**src/rtl/cam_pkg.sv**
```systemverilog
// Shared types and constants for the camera capture block.
package cam_pkg;

  typedef enum logic [1:0] {
    IDLE,
    ARMED,
    CAPTURE
  } cam_state_t;

  localparam int H_ACTIVE_DEF = 640;
  localparam int V_ACTIVE_DEF = 480;

  localparam int R_W   = 5;
  localparam int G_W   = 6;
  localparam int B_W   = 5;
  localparam int PIX_W = R_W + G_W + B_W;

endpackage

```
**src/rtl/cam_capture_if.sv**
```systemverilog
// Camera bus and frame-buffer write port; master drives the camera side, slave is the capture block.
interface cam_capture_if #(
  parameter int ADDR_W = 19
);
  import cam_pkg::*;

  logic              PCLK;
  logic              CamHsync;
  logic              CamVsync;
  logic [7:0]        CamData;
  logic              Enable;
  logic              WrEn;
  logic [ADDR_W-1:0] WrAddr;
  logic [PIX_W-1:0]  WrData;
  logic              FrameDone;
  logic              FrameErr;

  modport master (
    output PCLK, CamHsync, CamVsync, CamData, Enable,
    input  WrEn, WrAddr, WrData, FrameDone, FrameErr
  );

  modport slave (
    input  PCLK, CamHsync, CamVsync, CamData, Enable,
    output WrEn, WrAddr, WrData, FrameDone, FrameErr
  );

endinterface

```
**src/rtl/cam_edge_sync.sv**
```systemverilog
// Three-stage synchronizer: q is the second stage, rise/fall compare stages two and three.
module cam_edge_sync #(
  parameter int W = 1
) (
  input  logic         clk,
  input  logic         rst_n,
  input  logic [W-1:0] d,
  output logic [W-1:0] q,
  output logic [W-1:0] rise,
  output logic [W-1:0] fall
);

  logic [W-1:0] s1, s2, s3;

  always_ff @(posedge clk or negedge rst_n) begin
    if (!rst_n) begin
      s1 <= '0;
      s2 <= '0;
      s3 <= '0;
    end else begin
      s1 <= d;
      s2 <= s1;
      s3 <= s2;
    end
  end

  assign q    = s2;
  assign rise = s2 & ~s3;
  assign fall = ~s2 & s3;

endmodule

```
**src/rtl/cam_capture.sv**
```systemverilog
// Oversamples an 8-bit camera bus and writes RGB565 pixels with linear addresses.
// Optional 2:1 decimation in both axes when CAM_CAPTURE_DECIM_EN is defined.
module cam_capture
  import cam_pkg::*;
#(
  parameter int H_ACTIVE = H_ACTIVE_DEF,
  parameter int V_ACTIVE = V_ACTIVE_DEF,
  parameter int ADDR_W   = 19
) (
  input  logic          CLK,
  input  logic          RST_N,
  cam_capture_if.slave  cam
);

  localparam int CW = 16;
  localparam logic [CW-1:0] H_LIM = CW'(H_ACTIVE);
  localparam logic [CW-1:0] V_LIM = CW'(V_ACTIVE);
`ifdef CAM_CAPTURE_DECIM_EN
  localparam logic [ADDR_W-1:0] STRIDE = ADDR_W'(H_ACTIVE / 2);
`else
  localparam logic [ADDR_W-1:0] STRIDE = ADDR_W'(H_ACTIVE);
`endif

  logic pclk_q, pclk_rise, pclk_fall;
  logic href_s2, href_rise, href_fall;
  logic vs_q, vs_rise, vs_fall;
  logic [7:0] data_s1, data_s2;

  cam_edge_sync #(.W(1)) u_pclk_sync (
    .clk(CLK), .rst_n(RST_N), .d(cam.PCLK), .q(pclk_q), .rise(pclk_rise), .fall(pclk_fall));
  cam_edge_sync #(.W(1)) u_href_sync (
    .clk(CLK), .rst_n(RST_N), .d(cam.CamHsync), .q(href_s2), .rise(href_rise), .fall(href_fall));
  cam_edge_sync #(.W(1)) u_vs_sync (
    .clk(CLK), .rst_n(RST_N), .d(cam.CamVsync), .q(vs_q), .rise(vs_rise), .fall(vs_fall));

  logic unused_edges;
  assign unused_edges = ^{pclk_q, pclk_fall, href_rise, vs_q};

  cam_state_t        state, state_n;
  logic [CW-1:0]     x, x_n, y, y_n;
  logic              phase, phase_n, line_pend, pend_n, err, err_n, clr;
  logic [7:0]        hi_byte, hi_n;
  logic [ADDR_W-1:0] addr, addr_n, row_base, row_n, wr_addr, wr_addr_n;
  logic [PIX_W-1:0]  wr_data, wr_data_n;
  logic              wr_en, wr_en_n, done, done_n, keep, row_step;

`ifdef CAM_CAPTURE_DECIM_EN
  assign keep     = ~x[0] & ~y[0];
  assign row_step = ~y[0];
`else
  assign keep     = 1'b1;
  assign row_step = 1'b1;
`endif

  always_ff @(posedge CLK or negedge RST_N) begin
    if (!RST_N) begin
      data_s1   <= '0;
      data_s2   <= '0;
      state     <= IDLE;
      x         <= '0;
      y         <= '0;
      phase     <= 1'b0;
      line_pend <= 1'b0;
      hi_byte   <= '0;
      addr      <= '0;
      row_base  <= '0;
      err       <= 1'b0;
      wr_en     <= 1'b0;
      wr_addr   <= '0;
      wr_data   <= '0;
      done      <= 1'b0;
    end else begin
      data_s1   <= cam.CamData;
      data_s2   <= data_s1;
      state     <= state_n;
      x         <= x_n;
      y         <= y_n;
      phase     <= phase_n;
      line_pend <= pend_n;
      hi_byte   <= hi_n;
      addr      <= addr_n;
      row_base  <= row_n;
      err       <= err_n;
      wr_en     <= wr_en_n;
      wr_addr   <= wr_addr_n;
      wr_data   <= wr_data_n;
      done      <= done_n;
    end
  end

  always_comb begin
    state_n   = state;
    x_n       = x;
    y_n       = y;
    phase_n   = phase;
    pend_n    = 1'b0;
    hi_n      = hi_byte;
    addr_n    = addr;
    row_n     = row_base;
    err_n     = err;
    wr_en_n   = 1'b0;
    wr_addr_n = wr_addr;
    wr_data_n = wr_data;
    done_n    = 1'b0;
    clr       = 1'b0;
    case (state)
      IDLE: begin
        if (vs_rise && cam.Enable) begin
          state_n = ARMED;
          clr     = 1'b1;
        end
      end
      ARMED: begin
        // Error flag stays visible through FrameDone; it clears as the new frame begins.
        if (vs_fall) begin
          state_n = CAPTURE;
          err_n   = 1'b0;
        end
      end
      CAPTURE: begin
        if (line_pend || (href_fall && !pclk_rise)) begin
          if (phase || (x != H_LIM)) err_n = 1'b1;
          if ((y < V_LIM) && row_step) row_n = row_base + STRIDE;
          addr_n  = row_n;
          x_n     = '0;
          y_n     = (y == '1) ? y : y + CW'(1);
          phase_n = 1'b0;
        end else if (pclk_rise && (href_s2 || href_fall)) begin
          // A byte coinciding with HREF falling still counts; its line end follows next cycle.
          pend_n = href_fall;
          if (!phase) begin
            hi_n    = data_s2;
            phase_n = 1'b1;
          end else begin
            phase_n = 1'b0;
            if ((x < H_LIM) && (y < V_LIM) && keep) begin
              wr_en_n   = 1'b1;
              wr_addr_n = addr;
              wr_data_n = {hi_byte, data_s2};
              addr_n    = addr + ADDR_W'(1);
            end
            x_n = (x == '1) ? x : x + CW'(1);
          end
        end
        if (vs_rise) begin
          if (y != V_LIM) err_n = 1'b1;
          done_n  = 1'b1;
          state_n = cam.Enable ? ARMED : IDLE;
          clr     = 1'b1;
        end
      end
      default: state_n = IDLE;
    endcase
    if (clr) begin
      x_n     = '0;
      y_n     = '0;
      phase_n = 1'b0;
      pend_n  = 1'b0;
      addr_n  = '0;
      row_n   = '0;
    end
  end

  assign cam.WrEn      = wr_en;
  assign cam.WrAddr    = wr_addr;
  assign cam.WrData    = wr_data;
  assign cam.FrameDone = done;
  assign cam.FrameErr  = err;

endmodule

```
**src/flat_wrapper.sv**
```systemverilog
// flat-port wrapper written by rule: the top's interface ports become plain ports
module cam_capture_flat import cam_pkg::*;
#(
  parameter int H_ACTIVE = H_ACTIVE_DEF,
  parameter int V_ACTIVE = V_ACTIVE_DEF,
  parameter int ADDR_W   = 19
)
  (CLK, RST_N, cam_PCLK, cam_CamHsync, cam_CamVsync, cam_CamData, cam_Enable, cam_WrEn, cam_WrAddr, cam_WrData, cam_FrameDone, cam_FrameErr);
  cam_capture_if #(.ADDR_W(ADDR_W)) cam_i ();
  input  logic CLK;
  input  logic RST_N;
  input wire logic [$bits(cam_i.PCLK)-1:0] cam_PCLK;
  input wire logic [$bits(cam_i.CamHsync)-1:0] cam_CamHsync;
  input wire logic [$bits(cam_i.CamVsync)-1:0] cam_CamVsync;
  input wire logic [$bits(cam_i.CamData)-1:0] cam_CamData;
  input wire logic [$bits(cam_i.Enable)-1:0] cam_Enable;
  output wire logic [$bits(cam_i.WrEn)-1:0] cam_WrEn;
  output wire logic [$bits(cam_i.WrAddr)-1:0] cam_WrAddr;
  output wire logic [$bits(cam_i.WrData)-1:0] cam_WrData;
  output wire logic [$bits(cam_i.FrameDone)-1:0] cam_FrameDone;
  output wire logic [$bits(cam_i.FrameErr)-1:0] cam_FrameErr;
  assign cam_i.PCLK = cam_PCLK;
  assign cam_i.CamHsync = cam_CamHsync;
  assign cam_i.CamVsync = cam_CamVsync;
  assign cam_i.CamData = cam_CamData;
  assign cam_i.Enable = cam_Enable;
  assign cam_WrEn = cam_i.WrEn;
  assign cam_WrAddr = cam_i.WrAddr;
  assign cam_WrData = cam_i.WrData;
  assign cam_FrameDone = cam_i.FrameDone;
  assign cam_FrameErr = cam_i.FrameErr;
  cam_capture #(.H_ACTIVE(H_ACTIVE), .V_ACTIVE(V_ACTIVE), .ADDR_W(ADDR_W)) u_core (.CLK(CLK), .RST_N(RST_N), .cam(cam_i));
endmodule
```
**config.mk**
```make
export PLATFORM = sky130hd
export DESIGN_NAME = cam_capture_flat
export DESIGN_NICKNAME = d
export VERILOG_FILES = /design/src/rtl/cam_pkg.sv /design/src/rtl/cam_capture_if.sv /design/src/rtl/cam_edge_sync.sv /design/src/rtl/cam_capture.sv /design/src/flat_wrapper.sv
export SDC_FILE = /design/constraint.sdc
export NUM_CORES = 1
export LEC_CHECK = 0
export ABC_CLOCK_PERIOD_IN_PS = 3000
export CAP_MARGIN = 20
export CORE_ASPECT_RATIO = 1.1
export CORE_MARGIN = 4
export CORE_UTILIZATION = 58
export CTS_CLUSTER_SIZE = 25
export DETAILED_ROUTE_END_ITERATION = 8
export PLACE_DENSITY_LB_ADDON = 0.12
export SLEW_MARGIN = 15
export SYNTH_ARGS = -nofsm -noshare
export SYNTH_HDL_FRONTEND = slang
export SYNTH_SLANG_ARGS = --single-unit
```
**constraint.sdc**
```tcl
create_clock -name CLK -period 3 [get_ports CLK]
set_input_delay 0.75 -clock CLK [delete_from_list [all_inputs] [get_ports CLK]]
set_output_delay 0.75 -clock CLK [all_outputs]
set_load 0.05 [all_outputs]
```
==> qor.yml, run 1 <==
run_status:
  status: "finished, final reports clean"
worst_setup_path:
  cp-start-kind: "flip-flop"
  crit_fanout: 10
  cp.required_ps: 3310
  cp.arrival_ps: 3100
  end_kind: "flip-flop"
  reg2reg_depth: 7
  crit_type: "flip-flop to flip-flop"
drt:
  drc: 0
  dr.pass1.iters: 5
  drt-initial-drc-count: 271
  vias_per_cell: 6.044
  wire_per_inst_um: 17.34
  num_vias: 5113
  routed_wl_um: 14670
  ant_nets: 0
floorplan:
  initial_core_util_pct: 59.34
  die_area_sq_mm: 0.01297
  die_y_um: 119.1
  io_pins: 52
  rows: 40
  fp.dieW_um: 109.0
  design.core.area_sq_mm: 0.01096
timing:
  hold_viol: 0
  max_clock_freq_ghz: 0.3579
  setup_viol: 0
  rsz0062_at_grt: "false"
  period_minus_slack_ps: 2794
  skew_ps: 10.41
  worst_pin_slew_ps: 814.4
  slew_violations: 0
  period_share_pct: 93.14
  fin_tns_setup_ps: 0
  slew-limit-headroom_pct: 45.34
final_layout:
  antenna_cells: 0
  syn_to_final_growth_pct: 22.03
  drive_gt1_share_pct: 16.31
  nFillCells: 784
  final_common_cell: "dfrtp_1"
  nets: 706
  final_cell_mix: "dfrtp_1, o21ai_0, nand2_1"
logic_synthesis:
  yosysUniqueCellTypes: 65
  synth_nets: 631
  async_flop_share_pct: 100.0
  ys_ff_latch: 138
  synth_flop_cell: "dfrtp_1"
  synthCells: 611
  synth-seq-area-share_pct: 53.10
  yosys_warnings: 0
  synth-edff-count: 0
  yosysTopAreaCell: "dfrtp_1"
  yosys.area.top_type_share_pct: 53.10
  avgSynthCellArea_sq_um: 10.64
  synthesis.area_sq_mm: 0.006504
  synth_area_leaders: "dfrtp_1, mux2_2, o21ai_0, nand2_1, nor2_1"
grt:
  antenna_found_initial: 0
  grt_usage_pct: 24.38
  grt_pass1_vias: 5076
  grt_start_max_net_pins: 63
  grt_pass1_wl_um: 24580
  grt_overflow: 0
clock_tree:
  clock-sinks: 138
  cts_resized: 0
  htree_levels: 4
  ctsHoldBuffers: 0
  tritoncts: "yes"
  clockBufferDepth: 2
  root_buffer: "clkbuf_16"
  postCtsSetupBuffers: 0
  insertion_delay_ps: 420
  clkTransAtPathRegs_ps: 60
  cts_buffers: 17
power_and_ir_drop:
  p_per_area_mw_per_mm2: 841.3
  p_leak_nw: 3.469
  peakVddDrop_v: 0.0004682
  p_total_mw: 6.677
placement:
  hpwl_um: 10250
  numPortBuffers: 51
  gp_congestion: 0.8992
run:
  cap_violations: 0
worst_hold_path:
  holdCritPathClass: "primary input to asynchronous set/reset pin"
per-stage QoR:
step,area [sq um],instances,utilization (%),setup WS (ps),hold slack [ps]
after global routing,7936,846,72.41,112.8,336.4
after CTS,7936,846,72.41,192.4,308.8
final,7936,846,72.41,205.9,299.2
after floorplan,6504,611,-,366.4,331.2
after global placement,7312,814,66.71,95.65,331.4
after detailed placement,7312,814,66.71,12.04,340.3
cell type report:
type | instances | area, sq um | share of cell area, %
Inverter | 16 | 60.06 | 0.7567
Tap cell | 147 | 183.9 | 2.318
Sequential cell | 138 | 3453 | 43.51
Multi-Input combinational cell | 435 | 2875 | 36.23
Clock inverter | 12 | 187.7 | 2.365
Clock buffer | 20 | 436.7 | 5.502
Timing Repair Buffer | 78 | 739.5 | 9.317
synth_stat cells, types with 7 or more instances:
cell,count
o31ai_1,9
dfrtp_1,138
nor2_1,39
xor2_1,14
nand3_1,29
mux2_2,39
nor3_1,8
nand2b_1,7
nand4_1,12
clkbuf_1,16
and2_1,10
a31oi_1,12
and3_1,15
nand2_1,55
a21oi_1,20
o21ai_0,59
inv_1,16
worst max-delay path: stages (launching register included):
cell     delay (ps)
dfrtp_1         440
or4_4           590
or3_4           390
buf_4           190
or3_4           380
a21oi_4         250
nand2_2         140
o31ai_1         300
cell families after synthesis:
group,synth area share [%]
AO/OA/AOI/OAI,14.81
XOR/XNOR,2.693
adder cells (fa/ha/maj),1.154
buffers and inverters,2.693
flip-flops,53.10
multiplexers,7.772
AND/OR/NAND/NOR,17.78
routing by layer:
layer / vias to the layer above / GRT usage, % / wire length [um]
met5: - / 0 / 0
met4: 0 / 12.87 / 437
met3: 38 / 6.070 / 673
met2: 176 / 38.40 / 7342
met1: 2485 / 30.80 / 6214
li1: 2414 / - / -
final timing paths:
check | slack, ps | endpoint | startpoint
min in group CLK | 350 | u_core.u_vs_sync.q | u_core.u_vs_sync.s1
hold reg to reg | 350 | u_core.u_vs_sync.q | u_core.u_vs_sync.s1
setup / recovery | 210 | u_core.addr[5] | u_core.y[12]
max in group asynchronous | 1940 | u_core.cam.WrAddr[0] | RST_N
setup reg to reg | 210 | u_core.addr[5] | u_core.y[12]
hold / removal | 300 | u_core.x[8] | RST_N
registers in the layout, indices dropped and copies added (netlist names), 2 cells and up:
| name | count |
|---|---|
| u_core.addr | 19 |
| u_core.cam.WrAddr | 19 |
| u_core.cam.WrData | 16 |
| u_core.data_s1 | 8 |
| u_core.data_s2 | 8 |
| u_core.hi_byte | 8 |
| u_core.row_base | 12 |
| u_core.state | 2 |
| u_core.x | 16 |
| u_core.y | 16 |
power by group:
part	switching, mW	leakage [nW]	internal [mW]	total (mW)
clock network	0.801	0.296	1.40	2.20
registers	0.378	1.81	2.26	2.64
logic	1.12	1.37	0.713	1.84
total	2.30	3.47	4.38	6.68
Power figures use the tool's default switching activity.
==> run 2, diff against run 1 <==
Settings changed: ABC_CLOCK_PERIOD_IN_PS 3000 to default, CORE_UTILIZATION 58 to 59.
Clock period 3 ns to 3.3 ns, I/O delays scaled along.
==> run 2 against run 1 <==
Effect of this change:
- register-to-register slack improved by 200 ps
- core utilization increased by 1.1 points
- fmax decreased by 3.4%
- final area decreased by 2.0%
- hold slack improved by 48 ps
- final cell count decreased by 1.2%
- flip-flop and latch count unchanged
- critical path type unchanged
- critical endpoint is now u_core.cam.WrData[4]
- largest cell class unchanged
- largest power group unchanged
==> qor.yml, run 2 (synthesis gave the netlist of run 1 again) <==
worst_setup_path:
  worst_path_largest_cell_delay_ps: 590  # about the same
  path_cells: "or4_4, or3_4, or4_4, nor2_8, buf_12, mux2_2"
  path_common_cell: "or4_4"
  crit_type: "flip-flop to flip-flop"
  cp-start-kind: "flip-flop"
  crit_fanout: 35  # +25
  cp.required_ps: 3600  # +290 ps
  r2r_start: "u_core.y[12]"
  end_kind: "flip-flop"
  cp_slowest_cell: "or4_4"
  cp.arrival_ps: 3200  # +100 ps
  crit_start: "u_core.y[12]"
final_layout:
  multi_input_area_sq_mm: 0.002875  # unchanged
  post-route-cell-area_sq_mm: 0.007779  # -2.0%
  final_util_pct: 73.46  # +1.1 points
  syn_to_final_growth_pct: 19.60
  nFillCells: 762  # -2.8%
  regArea_sq_mm: 0.003453  # unchanged
  final_common_cell: "dfrtp_1"
  antenna_cells: 0  # unchanged
  nets: 700  # -0.85%
  final_cell_mix: "dfrtp_1, o21ai_0, nand2_1"
  drive_gt1_share_pct: 15.73  # -0.58 points
drt:
  num_vias: 5146  # +0.65%
  ant_nets: 0  # unchanged
  dr.pass1.iters: 5  # unchanged
  drc: 0  # unchanged
  wire_per_inst_um: 18.00  # +3.8%
  routed_wl_um: 15050  # +2.6%
  vias_per_cell: 6.156  # +1.8%
  drt-initial-drc-count: 362  # +34%
timing:
  slew_violations: 0  # unchanged
  period_share_pct: 87.65  # -5.5 points
  rsz0062_at_grt: "false"
  worst_pin_slew_ps: 910.3  # +95.93 ps
  holdWs_ps: 347.0  # +47.80 ps
  fin_tns_setup_ps: 0  # unchanged
  max_clock_freq_ghz: 0.3457  # -3.4%
  setup_viol: 0  # unchanged
  slew-limit-headroom_pct: 38.91  # -6.4 points
  skew_ps: 6.686  # -3.728 ps
  period_minus_slack_ps: 2893  # +98.49 ps
  hold_viol: 0  # unchanged
  worst_slack_ps: 407.4  # +201.5 ps
placement:
  hpwl_um: 10380  # +1.3%
  gp_congestion: 0.8602  # -4.3%
  place_area_sq_mm: 0.007249  # -0.86%
  numPortBuffers: 51  # unchanged
  pre_cts_ws_ps: 279.2  # +267.2 ps
grt:
  antenna_found_initial: 0  # unchanged
  grt_pass1_vias: 5115  # +0.77%
  grt_pass1_wl_um: 25500  # +3.7%
  grt_overflow: 0  # unchanged
  grt_start_max_net_pins: 92  # +46%
  grt_usage_pct: 25.32  # +0.94 points
clock_tree:
  postCtsSetupBuffers: 0  # unchanged
  tritoncts: "yes"
  clkTransAtPathRegs_ps: 60  # about the same
  clockBufferDepth: 2  # unchanged
  root_buffer: "clkbuf_16"
  clock-sinks: 138  # unchanged
  cts_resized: 0  # unchanged
  htree_levels: 4  # unchanged
  ctsHoldBuffers: 0  # unchanged
  insertion_delay_ps: 420  # about the same
  cts_buffers: 17  # unchanged
floorplan:
  die_y_um: 118.1  # -0.79%
  fp.dieW_um: 108.1  # -0.79%
  die_area_sq_mm: 0.01277  # -1.6%
  initial_core_util_pct: 61.42  # +2.1 points
  io_pins: 52  # unchanged
  rows: 39  # -2.5%
  design.core.area_sq_mm: 0.01059  # -3.4%
run:
  cap_violations: 0  # unchanged
worst_hold_path:
  holdCritPathClass: "flip-flop to flip-flop"
  hp-start: "u_core.data_s1[0]"
run_status:
  status: "finished, final reports clean"
power_and_ir_drop:
  p_leak_nw: 3.382  # -2.5%
  p_per_area_mw_per_mm2: 743.7  # -12%
  peakVddDrop_v: 0.0005248  # +12%
-- run 2: cell types whose count changed in the layout (fill, tap and decap cells not counted) --
cell	previous run	this run
buf_12	2	1
clkinv_2	0	3
buf_4	25	20
clkinv_4	2	1
clkinvlp_4	2	5
clkbuf_1	3	2
bufinv_16	4	0
-- run 2: area by class of cell --
type / instances / share of cell area [%]
Timing Repair Buffer: 72 / 8.766
Inverter: 16 / 0.7721
Sequential cell: 138 / 44.39
Clock inverter: 13 / 1.239
Clock buffer: 19 / 5.565
Multi-Input combinational cell: 435 / 36.96
Tap cell: 143 / 2.300
-- run 2: per-stage QoR --
step           cells  power (mW)
2_1_floorplan    611       3.455
3_3_place_gp     804       4.025
3_5_place_dp     804       4.100
4_1_cts          836       5.817
5_1_grt          836       6.079
6_report         836       5.785
-- run 2: layer usage --
metal | global-route usage [%] | wire, um
met5 | 0 | 0
met4 | 10.26 | 337
met3 | 5.431 | 746
met2 | 40.79 | 7700
met1 | 33.33 | 6263
-- run 2: critical path, delay by kind of cell, from the launching register on --
kind,cells,cell delay [ps]
flops,1,430
buf+inv,1,210
simple gates,4,1730
mux,1,370
-- run 2: power by group --
group	switching, mW	total (mW)	internal [mW]	leakage [nW]
clock	0.733	1.70	0.963	0.247
combinational	1.04	1.68	0.645	1.33
sequential	0.350	2.40	2.05	1.81
total	2.12	5.78	3.66	3.38
-- run 2: path summary, 6_finish.rpt --
path	endpoint	slack (ps)	cells after the start
worst max-delay path	u_core.cam.WrData[4]	410	6
worst min-delay path	u_core.data_s2[0]	350	0
worst max register to register	u_core.cam.WrData[4]	410	6
worst min register to register	u_core.data_s2[0]	350	0
max in group asynchronous	u_core.cam.WrData[13]	1960	2
min in group asynchronous	u_core.x[9]	460	1
